--- src/rtl/serial_subtractor.sv ---
// Bit-serial LDN/SUB stage for the SSEM datapath: streams accumulator and
// inverted operand LSB-first through one full-adder slice with a registered carry.
module serial_subtractor #(
    parameter int WIDTH = 32
) (
    input  logic             clock,
    input  logic             reset,
    input  logic             io_start,
    input  logic             io_op,
    input  logic [WIDTH-1:0] io_operand,
    output logic             io_busy,
    output logic             io_done,
    output logic [WIDTH-1:0] io_acc,
    output logic             io_negative,
    output logic             io_carry_out
);

    localparam int CNT_W = (WIDTH > 1) ? $clog2(WIDTH) : 1;
    localparam logic [CNT_W-1:0] LAST_STEP = CNT_W'(WIDTH - 1);
    localparam logic OP_SUB = 1'b1;

    typedef enum logic [1:0] {
        ST_IDLE  = 2'd0,
        ST_SHIFT = 2'd1,
        ST_DONE  = 2'd2
    } state_t;

    // One-bit full adder, returned as {carry, sum}.
    function automatic logic [1:0] full_add(input logic a, input logic b, input logic c);
        full_add = {(a & b) | (a & c) | (b & c), a ^ b ^ c};
    endfunction

    state_t           state_r, state_nxt_s;
    logic [WIDTH-1:0] acc_r, acc_nxt_s;
    logic [WIDTH-1:0] opnd_r, opnd_nxt_s;
    logic [CNT_W-1:0] cnt_r, cnt_nxt_s;
    logic             carry_r, carry_nxt_s;
    logic             op_r, op_nxt_s;
    logic             cout_r, cout_nxt_s;
    logic             busy_r, busy_nxt_s;
    logic             done_r, done_nxt_s;
    logic             a_bit_s;
    logic             s_bit_s;
    logic [1:0]       fa_s;

    // Next-state, datapath step and next-output decode.
    always_comb begin
        state_nxt_s = state_r;
        acc_nxt_s   = acc_r;
        opnd_nxt_s  = opnd_r;
        cnt_nxt_s   = cnt_r;
        carry_nxt_s = carry_r;
        op_nxt_s    = op_r;
        cout_nxt_s  = cout_r;
        busy_nxt_s  = 1'b0;
        done_nxt_s  = 1'b0;
        a_bit_s     = 1'b0;
        s_bit_s     = 1'b0;
        fa_s        = 2'b00;
        case (state_r)
            ST_IDLE: begin
                if (io_start) begin
                    op_nxt_s    = io_op;
                    opnd_nxt_s  = io_operand;
                    carry_nxt_s = 1'b1;
                    cnt_nxt_s   = '0;
                    busy_nxt_s  = 1'b1;
                    state_nxt_s = ST_SHIFT;
                end else begin
                    state_nxt_s = ST_IDLE;
                end
            end
            ST_SHIFT: begin
                // LDN treats the accumulator input as zero, so the result is 0 - S.
                a_bit_s     = (op_r == OP_SUB) ? acc_r[0] : 1'b0;
                s_bit_s     = ~opnd_r[0];
                fa_s        = full_add(a_bit_s, s_bit_s, carry_r);
                acc_nxt_s   = {fa_s[0], acc_r[WIDTH-1:1]};
                opnd_nxt_s  = {1'b0, opnd_r[WIDTH-1:1]};
                carry_nxt_s = fa_s[1];
                if (cnt_r == LAST_STEP) begin
                    cnt_nxt_s   = '0;
                    cout_nxt_s  = fa_s[1];
                    done_nxt_s  = 1'b1;
                    state_nxt_s = ST_DONE;
                end else begin
                    cnt_nxt_s   = cnt_r + CNT_W'(1);
                    busy_nxt_s  = 1'b1;
                    state_nxt_s = ST_SHIFT;
                end
            end
            ST_DONE: begin
                state_nxt_s = ST_IDLE;
            end
            default: begin
                state_nxt_s = ST_IDLE;
            end
        endcase
    end

    // State, datapath and output registers with synchronous reset.
    always_ff @(posedge clock) begin
        if (reset) begin
            state_r <= ST_IDLE;
            acc_r   <= '0;
            opnd_r  <= '0;
            cnt_r   <= '0;
            carry_r <= 1'b0;
            op_r    <= 1'b0;
            cout_r  <= 1'b0;
            busy_r  <= 1'b0;
            done_r  <= 1'b0;
        end else begin
            state_r <= state_nxt_s;
            acc_r   <= acc_nxt_s;
            opnd_r  <= opnd_nxt_s;
            cnt_r   <= cnt_nxt_s;
            carry_r <= carry_nxt_s;
            op_r    <= op_nxt_s;
            cout_r  <= cout_nxt_s;
            busy_r  <= busy_nxt_s;
            done_r  <= done_nxt_s;
        end
    end

    assign io_busy      = busy_r;
    assign io_done      = done_r;
    assign io_acc       = acc_r;
    assign io_negative  = acc_r[WIDTH-1];
    assign io_carry_out = cout_r;

endmodule

--- config.mk ---
export PLATFORM = sky130hd
export DESIGN_NAME = serial_subtractor
export DESIGN_NICKNAME = d
export VERILOG_FILES = /design/src/rtl/serial_subtractor.sv
export SDC_FILE = /design/constraint.sdc
export NUM_CORES = 1
export LEC_CHECK = 0
export BUFFER_PORTS_ARGS = -buffer_cell sky130_fd_sc_hd__buf_2
export CORE_MARGIN = 1
export CORE_UTILIZATION = 45
export CTS_BUF_LIST = sky130_fd_sc_hd__clkbuf_2 sky130_fd_sc_hd__clkbuf_4 sky130_fd_sc_hd__clkbuf_8
export CTS_CLUSTER_SIZE = 28
export DETAILED_ROUTE_END_ITERATION = 6
export GPL_TIMING_DRIVEN = 0
export PLACE_DENSITY = 0.82
export RECOVER_POWER = 50
export SETUP_SLACK_MARGIN = 0.02
export SLEW_MARGIN = 10
export SYNTH_ARGS = -nofsm -noshare
export SYNTH_HDL_FRONTEND = slang
export SYNTH_SLANG_ARGS = --single-unit
--- constraint.sdc ---
create_clock -name clock -period 1.5 [get_ports clock]
set_input_delay 0 -clock clock [delete_from_list [all_inputs] [get_ports clock]]
set_output_delay 0 -clock clock [all_outputs]
set_load 0.01 [all_outputs]
-- Word level (Yosys, flattened, before mapping)
Index checks and enable logic that the tools add are counted.
- register bits: 76
- word-level logic and storage cells: 43
- $add $sub $neg: 1
- equality and inequality tests: 3
- multiplexer cells: 15
- bitwise gates (word level): 9
- reductions and logical operators: 6
- operators with widths (operator ; number):
    32-bit case mux with 2 select lines ; 1
    32-bit two-way mux ; 1
    5-bit two-way mux ; 2
    5-bit case mux with 2 select lines ; 1
    1-bit two-way mux ; 6
    2-bit AND reduction ; 3
    5-bit by 1-bit adder with 5-bit output (second input constant) ; 1
    5-bit equality test (second input constant) ; 1
    1-bit case mux with 2 select lines ; 2
    2-bit case mux with 2 select lines ; 1
    1-bit bitwise AND ; 3
    2-bit by 1-bit equality test with 1-bit output (second input constant) ; 1
    2-bit logical NOT ; 1
    2-bit two-way mux ; 1
    2-bit inequality test (second input constant) ; 1
    1-bit NOT ; 2
    1-bit OR ; 2
    2-bit nonzero test ; 1
    2-bit OR reduction ; 1
    1-bit XOR ; 2

-- Longest topological paths before layout
- depth after elaboration: 5
- depth in mapped cells: 6
- gate-level depth less buffers: 6

-- Worst setup path after synthesis
OpenSTA, ideal clock, no wires.
- kind: flip-flop to flip-flop
- from: register cnt_r[0]
- to: register cnt_r[3]
- setup time: 74 ps
- data arrival time: 1545 ps
- required time: 1426 ps
- slack: -119 ps
- stages on the path, launching flop included: 6
- path buffers: 0
- period minus slack after synthesis: 1619 ps
- cells stage by stage: dfxtp_1 -> ha_1 -> and3_1 -> ha_1 -> or4_1 -> a31oi_1
- longest elaborated chain between the ends: 3
- elaborated cells on any way between the ends: 4
- classes of those cells: add/sub (1); eq/ne (1); mux (2)
- ends and longest elaborated chain (element ; RTL line ; source):
    start: declaration ; 36 ; logic [CNT_W-1:0] cnt_r, cnt_nxt_s;
    start signal: assignment ; 117 ; cnt_r <= cnt_nxt_s;
    5-bit by 1-bit adder with 5-bit output or 5-bit equality test (tied branches) ; 87, 81 ;
    5-bit two-way mux (*) ; 81 ; if (cnt_r == LAST_STEP) begin
    5-bit case mux with 2 select lines (*) ; 60 ; case (state_r)
Every way passes the cells marked *; elsewhere a longest branch is shown, timed or not.
A chain may end at the register's enable or synchronous reset.

-- Worst setup path in the final report
Ends and elaborated chain as after synthesis.

==> metrics.yaml <==
status:
  outcome: "completed"
logic_synthesis:
  synth_cells: 336
  synth_top_area_cell: "dfxtp_1"
  ys_top_cells_by_count: "75 x dfxtp_1, 67 x nand2_1, 39 x nor2_1"
  synth_top_area_share_pct: 50.4
  synthArstFlopShare_pct: 0
  yosys_warnings: 0
  synth-seq-area-share_pct: 50.4
  synth_edf_count: 0
  synth.most_common_cell: "dfxtp_1"
  syn_area_um2: 2980
  synth-seq-cells: 75
  postSynthAreaPerCell_um2: 8.86
  synth_area_leaders: "dfxtp_1 50%, mux2i_1 11%, nand2_1 8.4%"
  synth_nets: 375
  yosys_most_used_dff: "dfxtp_1"
  synth_cell_types: 26
sta:
  worst_pin_slew_ns: 0.499
  skew_ns: 0.0138
  rsz0062_at_grt: "true"
  relSlewSlack_pct: 66.7
  drv_slew: 0
  hold_viol_final: 0
  period_share_pct: 98.7
  period_minus_slack_ns: 1.48
  setup_viol: 0
  fmax_ghz: 0.675
critical_path:
  cp.required_ns: 1.78
  cpPeakStageDelay_ns: 0.39
  crit_type: "flop to flop"
  crit_chain: "ha_4, and3_4, ha_4, or4_1, a31oi_1"
  cp.arrival_ns: 1.76
  cp_slowest_cell: "or4_1"
  path_buf_inv: 0
  cpLargestDelayFamily: "simple AND/OR/NAND/NOR gates"
  startpoint_type: "flop"
  crit_path_end_kind: "flop"
  worstPathMaxFanout: 5
  crit_top_cell: "ha_4"
clock_network:
  cts-htree-levels: 3
  cts_buffer_depth: 2
  root_buffer: "clkbuf_8"
  cts_sinks: 75
  clk_pin_slew_ns: 0.07
  numCtsBuffers: 9
  tritoncts: "done"
  insertion_delay_ns: 0.35
drt:
  drc: 0
  wl_met1_um: 3180
  drt_iter0_markers: 108
  met3WireLength_um: 269
  wl_met2_um: 3000
  avgViaCountPerCell: 5.04
  wl_per_cell_um: 12.5
  dr_total_vias: 2634
  drt-pass1-iter-count: 4
  postRouteWirelength_um: 6560
  ant_nets: 0
  maxUsedRoutingLayer: "met4"
final_layout:
  fin_cells: 523
  nNetsFinal: 481
  final_core_util_pct: 60.9
  nFillCells: 576
  layout-drive-gt1-share_pct: 18.4
  n_antenna_cell: 0
  area_growth_pct: 30.6
floorplanning:
  initial_utilization_pct: 46.6
  num_rows: 29
  core_area_um2: 6390
  dieWidth_um: 83.3
  num_io_pins: 72
  die_h_um: 83.3
  dieArea_um2: 6950
worst_hold_path:
  hp-class: "primary input to flop"
global_route:
  grt_pass1_wl_um: 11000
  grt_pass1_vias: 2467
  grtUsageTotal_pct: 19.7
  grt_max_degree: 13
  antenna_found_initial: 0
  grt.overflow.total: 0
pwr:
  p_clk_share_pct: 36.5
  p_comb_share_pct: 11.8
  swShare_pct: 24.8
  internal_power_w: 0.00312
  p_leak_nw: 1.56
  ir_worst_vdd_mv: 0.695
  powerDensity_nw_per_um2: 1070
  p_seq_share_pct: 51.7
  switching_power_w: 0.00103
placed_design:
  port_buffers: 70
  hpwl_um: 4460
  dp_cells: 483
  gp_congestion: 0.747
run:
  maxCapViolCount: 0
-- area by class of cell --
class	instances	area, um2	area share [%]
flip-flops and latches	75	1510	38.8
clock inverters	5	53.8	1.38
multi-input cells	231	1380	35.4
repair buffers	95	551	14.2
well taps	77	96.3	2.48
inverters	2	7.51	0.193
plain buffers	28	159	4.09
clock buffers	10	138	3.54
-- placed cells by master (no fill, tap or decap), types with 2 or more instances in the layout --
cell,instances
a211oi_1,31
clkinv_2,3
a31oi_1,2
a22oi_1,2
nor2_1,39
buf_2,44
ha_4,2
inv_1,2
nor2b_1,2
nand2_1,67
dfxtp_1,72
dfxtp_2,2
buf_6,3
clkbuf_2,5
dlygate4sd3_1,22
clkbuf_4,3
clkbuf_1,40
nand3_1,3
buf_1,2
buf_4,4
nand3b_1,3
a21oi_1,34
clkbuf_8,10
nor3_1,3
mux2i_1,33
-- state kept, by name, summed over array words and instances, names as in the netlist --
signal	cells
cnt_r	5
io_done	1
opnd_r	32
io_carry_out	1
op_r	1
state_r	2
io_acc	32
carry_r	1
-- worst reg2reg max path, cell delays in order (launching register included) --
cell,delay (ns)
dfxtp_4,0.36
ha_4,0.16
and3_4,0.18
ha_4,0.18
or4_1,0.39
a31oi_1,0.14
-- per-stage QoR --
stage / total power (W) / instance area [um2] / hold WS [ns] / setup slack (ns) / setup TNS (ns)
after global placement: 0.00261 / 3450 / 0.235 / -0.0463 / -0.340
after global routing: 0.00433 / 3890 / 0.0116 / -0.0906 / -0.226
final: 0.00414 / 3890 / 0.0137 / 0.0190 / 0
after detailed placement: 0.00262 / 3450 / 0.266 / -0.0625 / -0.530
after floorplan: 0.00248 / 3010 / 0.147 / 0.101 / 0
after CTS: 0.00418 / 3860 / 0.000883 / 0.00715 / 0
-- timing repair --
item	4_1_cts	5_1_grt
buffers inserted	0	3
endpoints found under the setup margin	25	62
pin swaps	0	3
hold buffers	21	1
hold endpoints to repair	21	1
resized for setup	5	12
-- metal layers --
layer  up-vias  track usage [%]
met4         0             8.62
met5         -                0
met1      1195             24.7
li1       1366                -
met3        13             4.57
met2        60             32.2
-- worst paths after layout --
path	startpoint	end	slack [ns]	cells past startpoint
max	cnt_r[0]	cnt_r[3]	0.02	5
min	io_operand[18]	opnd_r[18]	0.01	3
max reg2reg	cnt_r[0]	cnt_r[3]	0.02	5
min reg2reg	io_carry_out	io_carry_out	0.46	2
-- cells by family (layout without fill, tap and decap cells) --
kind of cell	Yosys count	count (layout)	synth area share, %
simple gates	124	124	17.1
buf+inv	30	140	4.83
fa+ha+maj	3	3	1.51
compound gates	71	71	15.0
flops	75	75	50.4
mux	33	33	11.1
-- power groups by stage --
stage | registers, W | logic [W] | clock network, W
2_1_floorplan | 0.00218 | 0.000308 | 0
3_3_place_gp | 0.00218 | 0.000426 | 0
3_5_place_dp | 0.00219 | 0.000435 | 0
4_1_cts | 0.00214 | 0.000484 | 0.00155
5_1_grt | 0.00216 | 0.000546 | 0.00163
6_report | 0.00214 | 0.000489 | 0.00151
(Power assumes the default switching activity.)
